<file path="src/rtl/imem_loader_pkg.sv">
// imem_loader_pkg: state and error encodings shared by the boot loader.
package imem_loader_pkg;
    typedef enum logic [2:0] {
        S_IDLE   = 3'd0,
        S_HDR_HI = 3'd1,
        S_HDR_LO = 3'd2,
        S_DATA   = 3'd3,
        S_CHK    = 3'd4,
        S_DONE   = 3'd5,
        S_ERR    = 3'd6
    } state_e;
    localparam logic [1:0] ERR_NONE = 2'b00;
    localparam logic [1:0] ERR_OVF  = 2'b01;
    localparam logic [1:0] ERR_CHK  = 2'b10;
    localparam int HDR_BYTES = 2;
endpackage

</file>
<file path="src/rtl/imem_word_packer.sv">
// imem_word_packer: packs big-endian bytes into 32-bit words, one-cycle word_valid.
module imem_word_packer (
    input  logic        clk_i,
    input  logic        rst_ni,
    input  logic        clr_i,
    input  logic        en_i,
    input  logic [7:0]  byte_i,
    output logic        last_o,
    output logic        word_valid_o,
    output logic [31:0] word_o
);
    logic [1:0]  lane_q;
    logic [23:0] sr_q;

    assign last_o = lane_q == 2'd3;

    always_ff @(posedge clk_i or negedge rst_ni) begin
        if (!rst_ni) begin
            lane_q       <= '0;
            sr_q         <= '0;
            word_valid_o <= 1'b0;
            word_o       <= '0;
        end else begin
            word_valid_o <= en_i && last_o && !clr_i;
            if (clr_i) begin
                lane_q <= '0;
                sr_q   <= '0;
            end else if (en_i) begin
                lane_q <= lane_q + 2'd1;
                sr_q   <= {sr_q[15:0], byte_i};
                if (last_o) word_o <= {sr_q, byte_i};
            end
        end
    end
endmodule

</file>
<file path="src/rtl/imem_loader.sv">
// imem_loader: framed byte-stream boot loader writing IM and holding the CPU
// in reset until the image checksum verifies.
module imem_loader
    import imem_loader_pkg::*;
#(
    parameter int ADDR_W        = 8,
    parameter bit HOLD_AT_RESET = 1'b1
) (
    input  logic              clk_i,
    input  logic              rst_ni,
    input  logic              start_i,
    input  logic              in_valid_i,
    input  logic [7:0]        in_data_i,
    output logic              in_ready_o,
    output logic              im_we_o,
    output logic [ADDR_W-1:0] im_addr_o,
    output logic [31:0]       im_wdata_o,
    output logic              cpu_hold_o,
    output logic              done_o,
    output logic              err_o,
    output logic [1:0]        err_code_o
);
    localparam logic [16:0] DEPTH = 17'd1 << ADDR_W;

    state_e                   state_q;
    logic [HDR_BYTES*8-1:0]   cnt_q;
    logic [7:0]               sum_q;
    logic [16:0]              wcnt_q;
    logic                     xfer, start_ok, last;
    logic [7:0]               sum_nxt;
    logic [16:0]              n_hdr, wcnt_nxt;

    assign xfer     = in_valid_i && in_ready_o;
    assign start_ok = start_i && (state_q == S_IDLE || state_q == S_DONE || state_q == S_ERR);
    assign sum_nxt  = sum_q + in_data_i;
    assign n_hdr    = {1'b0, cnt_q[15:8], in_data_i};
    assign wcnt_nxt = wcnt_q + 17'd1;

    imem_word_packer u_packer (
        .clk_i       (clk_i),
        .rst_ni      (rst_ni),
        .clr_i       (start_ok),
        .en_i        (xfer && state_q == S_DATA),
        .byte_i      (in_data_i),
        .last_o      (last),
        .word_valid_o(im_we_o),
        .word_o      (im_wdata_o)
    );

    always_ff @(posedge clk_i or negedge rst_ni) begin
        if (!rst_ni) begin
            state_q    <= S_IDLE;
            cnt_q      <= '0;
            sum_q      <= '0;
            wcnt_q     <= '0;
            in_ready_o <= 1'b0;
            im_addr_o  <= '0;
            cpu_hold_o <= HOLD_AT_RESET;
            done_o     <= 1'b0;
            err_o      <= 1'b0;
            err_code_o <= ERR_NONE;
        end else begin
            case (state_q)
                S_IDLE, S_DONE, S_ERR: if (start_i) begin
                    state_q    <= S_HDR_HI;
                    sum_q      <= '0;
                    wcnt_q     <= '0;
                    in_ready_o <= 1'b1;
                    cpu_hold_o <= 1'b1;
                    done_o     <= 1'b0;
                    err_o      <= 1'b0;
                    err_code_o <= ERR_NONE;
                end
                S_HDR_HI: if (xfer) begin
                    cnt_q[15:8] <= in_data_i;
                    sum_q       <= sum_nxt;
                    state_q     <= S_HDR_LO;
                end
                S_HDR_LO: if (xfer) begin
                    cnt_q[7:0] <= in_data_i;
                    sum_q      <= sum_nxt;
                    if (n_hdr > DEPTH) begin
                        state_q    <= S_ERR;
                        in_ready_o <= 1'b0;
                        err_o      <= 1'b1;
                        err_code_o <= ERR_OVF;
                    end else begin
                        state_q <= (n_hdr == 17'd0) ? S_CHK : S_DATA;
                    end
                end
                S_DATA: if (xfer) begin
                    sum_q <= sum_nxt;
                    if (last) begin
                        im_addr_o <= wcnt_q[ADDR_W-1:0];
                        wcnt_q    <= wcnt_nxt;
                        if (wcnt_nxt == {1'b0, cnt_q}) state_q <= S_CHK;
                    end
                end
                S_CHK: if (xfer) begin
                    in_ready_o <= 1'b0;
                    if (sum_nxt == 8'd0) begin
                        state_q    <= S_DONE;
                        done_o     <= 1'b1;
                        cpu_hold_o <= 1'b0;
                    end else begin
                        state_q    <= S_ERR;
                        err_o      <= 1'b1;
                        err_code_o <= ERR_CHK;
                    end
                end
                default: state_q <= S_IDLE;
            endcase
        end
    end
endmodule

</file>
<file path="config.mk">
export PLATFORM = sky130hd
export DESIGN_NAME = imem_loader
export DESIGN_NICKNAME = d
export VERILOG_FILES = /design/src/rtl/imem_loader_pkg.sv /design/src/rtl/imem_word_packer.sv /design/src/rtl/imem_loader.sv
export SDC_FILE = /design/constraint.sdc
export NUM_CORES = 1
export LEC_CHECK = 0
export CORE_MARGIN = 2
export CORE_UTILIZATION = 57
export DETAILED_ROUTE_END_ITERATION = 12
export GPL_ROUTABILITY_DRIVEN = 1
export MAX_ROUTING_LAYER = met4
export PLACE_DENSITY = 0.83
export RECOVER_POWER = 25
export SETUP_SLACK_MARGIN = 0.4
export SYNTH_ARGS = -nofsm -noshare
export SYNTH_HDL_FRONTEND = slang
export SYNTH_SLANG_ARGS = --single-unit
</file>
<file path="constraint.sdc">
create_clock -name clk_i -period 3.7 [get_ports clk_i]
set_input_delay 1.11 -clock clk_i [delete_from_list [all_inputs] [get_ports clk_i]]
set_output_delay 1.11 -clock clk_i [all_outputs]
set_load 0.03 [all_outputs]
</file>
Yosys cells after proc, flatten, opt, wreduce, memory -nomap -nowiden
Index checks and enable logic that the tools add are counted.
W data, S select, Z words.
{"block": "word_totals", "out_inout_bits": 47, "inputBits": 12, "ff_bits": 117, "wordCells": 112}
{"block": "classes", "order_cmp": 1, "n_addsub": 3, "n_bitwise": 1, "n_mux": 45, "eq_ne": 19, "n_reduce_logical": 28}
{"operator": "$mux W17", "count": 3}
{"operator": "$mux W24", "count": 2}
{"operator": "$pmux W17 S2", "count": 1}
{"operator": "$mux W3", "count": 9}
{"operator": "$add A17 B1 Y17 const B", "count": 1}
{"operator": "$eq A17 B16 Y1", "count": 1}
{"operator": "$logic_not A17 Y1", "count": 1}
{"operator": "$gt A16 B9 Y1 const B", "count": 1}
{"operator": "$mux W2", "count": 8}
{"operator": "$mux W8", "count": 2}
{"operator": "$ne A2 B2 Y1 const B", "count": 8}
{"operator": "$pmux W8 S2", "count": 1}
{"operator": "$pmux W3 S5", "count": 1}
{"operator": "$mux W1", "count": 13}
{"operator": "$eq A3 B3 Y1 const B", "count": 3}
{"operator": "$reduce_and A3 Y1", "count": 3}
{"operator": "$add A8 B8 Y8", "count": 1}
{"operator": "$logic_not A8 Y1", "count": 1}
{"operator": "$reduce_and A4 Y1", "count": 2}
{"operator": "$reduce_bool A2 Y1", "count": 4}
{"operator": "$reduce_and A7 Y1", "count": 1}
{"operator": "$eq A3 B2 Y1 const B", "count": 2}
{"operator": "$ne A2 B1 Y1 const B", "count": 3}
{"operator": "$pmux W1 S3", "count": 2}
{"operator": "other kinds (15)", "count": 23}

Logic depth before layout (Yosys ltp)
{"block": "logic_depth", "depth_word": 6, "mapped_depth": 11, "ltp_nobuf": 9}

Modules after synthesis
Synthesis repeated with hierarchy kept, for this count alone.
{"block": "hier_totals", "hier_cells": 533, "hier_area_um2": 6082.1}
{"module": "imem_loader", "cells_per_inst": 378, "area_each_um2": 3668.5, "instances": 1}
{"module": "imem_word_packer", "cells_per_inst": 155, "area_each_um2": 2413.6, "instances": 1}

Worst setup path before layout
OpenSTA, ideal clock, no wires.
{"block": "synth_path", "path_type": "input to register", "from": "input port in_data_i[0]", "to": "register state_q[0]", "setup_time_ns": 0.073, "slack_ns": 0.129, "arrival_ns": 3.497, "stages": 10, "path_cell_list": "ha_1 > fa_1 > a211o_1 > a31o_1 > a21oi_2 > xnor2_1 > or4b_1 > buf_2 > a221o_1 > a21oi_2"}
{"block": "synth_via", "elab_chain_len": 5}
{"item": "start, declared", "line": "imem_loader.sv:13", "text": "input logic [7:0] in_data_i,"}
{"item": "$add A8 B8 Y8 or $logic_not A17 Y1 (tied branches)", "line": "imem_loader.sv:35, imem_loader.sv:88"}
{"item": "$logic_not A8 Y1 or $mux W3 (tied branches)", "line": "imem_loader.sv:101, imem_loader.sv:88"}
{"item": "$mux W2 or $mux W3 (tied branches)", "line": "imem_loader.sv:101, imem_loader.sv:82"}
{"item": "$mux W3, on equally long branches", "line": "imem_loader.sv:99, imem_loader.sv:79"}
{"item": "$pmux W3 S5 *", "line": "imem_loader.sv:63", "text": "case (state_q)"}
{"item": "end signal, assigned", "line": "imem_loader.sv:88", "text": "state_q <= (n_hdr == 17'd0) ? S_CHK : S_DATA;"}
{"item": "end, declared", "line": "imem_loader.sv:25", "text": "state_e state_q;"}
Every way passes the cells marked *; elsewhere a longest branch is shown, timed or not. The select of a mux whose other input is x is not followed.
A chain may end at the register's enable or synchronous reset.

Final worst setup path
Ends and elaborated chain as after synthesis.

==> out/results.tsv <==
metric	value	unit
fin_util	73.3	%
slew_headroom	15.0	%
clock_latency	0.53	ns
postCtsHoldBufs	0	
syn_inst	600	
post_drt_wl_per_cell	17.2	µm
cts_max_path_buffers	2	
grt_pass1_vias	4879	
dieArea	0.0108	mm²
crit_type	input port to register	
holdCritStartpoint	u_packer.word_o[30]	
synthFlopType	dfrtp_1	
ys_seq_area_share	51.3	%
crit_start	in_data_i[0]	
fin_hold_ws	0.471	ns
dp_worst_setup_slack	-0.282	ns
slew_violations	0	
drv_cap	0	
worstPathRequired	4.16	ns
dpl.hpwl	9.46	mm
pwr_density_cell	649	mW/mm²
initial_utilization	58.7	%
io_buffers	58	
drive_above_1_share	14.7	%
num_vias	4745	
timing.final.crit_share	86.6	%
grt_remaining_overflow	0	
grt_pass1_wl	23.7	mm
hold_path_class	register to register	
crit_fanout	2	
critPathLaunchType	input port	
clock_tree.root_cell	clkbuf_8	
route.detailed.vias_per_inst	5.79	
cts-buffers-inserted	17	
dr.first_iter.drc_count	335	
chipHeight	104	µm
cts_tree	yes	
syn2layout_area_growth	25.0	%
place.gp.congestion	0.913	
first_pass_iters	5	
yosysWarningCount	0	
place_area	0.00657	mm²
coreArea	0.00973	mm²
setup-tns-final	0	ns
antenna_cells	0	
setup_ws	0.495	ns
fin_crit	3.20	ns
r2r-start	wcnt_q[0]	
end_kind	register	
synth_area	0.00571	mm²
antenna_found_initial	0	
grt_max_degree	52	
synth-async-reset-ratio	100	%
wirelength	14.1	mm
synth.ff_latch_count	117	
fin_cells	819	
leakagePower	3.22	nW
clock_sinks	117	
arrival	3.66	ns
peakVddDrop	0.437	mV
synth.avg_cell_area	9.51	µm²
dpl.cell_count	786	
io_pins	59	
fin_nets	695	
skew	0.00904	ns
max_freq	0.312	GHz
synth_enable_flop_cells	0	
ant_nets	0	
finalPower	4.63	mW
hold_viol_final	0	
rsz0062_at_grt	false	
drc	0	
fillCellCount	717	
synth_cell_types	63	
design_area	0.00713	mm²
path_clk_slew	0.06	ns
finalSetupViolations	0	
dieWidth	104	µm
status	completed	
worst_slew_pin_slew	1.27	ns
num_rows	36	
grt.total_usage	28.3	%
syn_nets	622	
h-tree-depth	4	
-- state kept, by name, summed over array words and instances, names as in the netlist, 2 cells and up --
signal / flops
u_packer.word_o: 32
u_packer.sr_q: 24
wcnt_q: 17
cnt_q: 16
im_addr_o: 8
sum_q: 8
state_q: 3
err_code_o: 2
u_packer.lane_q: 2
-- placed cells by master, fill, tap and decap left out, drive strengths merged, types with 6 or more instances in the layout --
| master | n |
|---|---|
| a21oi | 37 |
| a31oi | 6 |
| buf | 28 |
| clkbuf | 19 |
| clkdlybuf4s50 | 55 |
| dfrtp | 116 |
| ha | 9 |
| inv | 18 |
| mux2 | 31 |
| nand2 | 163 |
| nand4 | 10 |
| nor2 | 27 |
| nor4 | 8 |
| o21ai | 40 |
| xnor2 | 20 |
| xor2 | 11 |
-- kinds of logic (layout without fill, tap and decap cells) --
kind of cell / Yosys count / in the layout / synth area share (%)
and+or+nand+nor: 245 / 245 / 19.0
AOI/OAI and AO/OA: 121 / 121 / 13.1
DFF: 117 / 117 / 51.3
buffers and inverters: 43 / 129 / 3.00
muxes: 33 / 33 / 6.47
xor gates and xnor gates: 31 / 31 / 4.76
adders and majority gates: 10 / 10 / 2.32
-- layout make-up --
class,count,area (µm²),share of cell area (%)
Sequential cell,117,2930,41.1
Multi-Input combinational cell,440,2650,37.2
Timing Repair Buffer,87,792,11.1
Clock buffer,17,414,5.81
Tap cell,133,166,2.33
Clock inverter,15,143,2.00
Inverter,10,37.5,0.526
-- per-layer routing --
layer,up-vias,track usage (%),share of wire [%]
li1,2218,-,-
met1,2326,34.1,42
met2,164,45.7,51
met3,37,6.95,4.4
met4,0,12.1,2.5
met5,-,-,0
-- Yosys cell counts, types with 2 or more instances --
cell type / instances / share of area [%]
o21ai_1: 11 / 0.96
or3_1: 2 / 0.22
ha_1: 9 / 2.0
o2111ai_1: 2 / 0.31
nor3b_1: 3 / 0.39
xnor2_1: 20 / 3.1
nor3_2: 2 / 0.35
nand4_1: 10 / 1.1
xor2_1: 11 / 1.7
nand2b_1: 4 / 0.44
nand3_1: 4 / 0.35
nor2b_1: 3 / 0.33
nand3b_1: 3 / 0.39
nand2_1: 163 / 11
nor3_1: 3 / 0.26
dfrtp_1: 116 / 51
a211oi_1: 4 / 0.53
o21ai_0: 29 / 2.5
a21oi_2: 2 / 0.31
and2_1: 4 / 0.44
or4_1: 2 / 0.26
inv_1: 9 / 0.59
o22a_1: 2 / 0.31
mux2i_1: 2 / 0.35
nor2_1: 27 / 1.8
a31oi_1: 6 / 0.66
o21a_1: 2 / 0.26
clkbuf_1: 24 / 1.6
buf_2: 5 / 0.44
buf_1: 3 / 0.20
o22ai_1: 5 / 0.55
mux2_1: 7 / 1.4
nor4_1: 7 / 0.77
and3_1: 3 / 0.33
mux2_2: 24 / 4.7
a21oi_1: 35 / 3.1
o41ai_1: 4 / 0.61
o31ai_1: 3 / 0.39
-- worst max-delay path: stages --
cell and delay [ns]:
dlygate4sd2_1 0.27, ha_4 0.18, fa_2 0.39, a211o_1 0.28, a31o_1 0.22, a21oi_2 0.14
xnor2_1 0.09, or4b_4 0.50, a221o_1 0.34, a21oi_2 0.13
-- path summary, 6_finish.rpt --
path,endpoint,slack [ns],depth (start not counted)
setup / recovery,state_q[0],0.50,10
hold / removal,u_packer.word_o[30],0.47,2
setup reg to reg,state_q[1],0.73,8
hold reg to reg,u_packer.word_o[30],0.47,2
max in group asynchronous,u_packer.sr_q[6],1.08,2
min in group asynchronous,in_ready_o,0.85,1
-- where the power goes --
group / total (mW) / switching [mW] / internal [mW]
clock network: 1.54 / 0.635 / 0.906
logic: 1.31 / 0.704 / 0.608
registers: 1.78 / 0.267 / 1.51
-- what timing repair did --
item	in CTS	in global routing
gates resized for setup	2	3
buffers inserted	0	1
pin swaps	0	2
setup endpoints to repair	7	8
(Power assumes the default switching activity.)
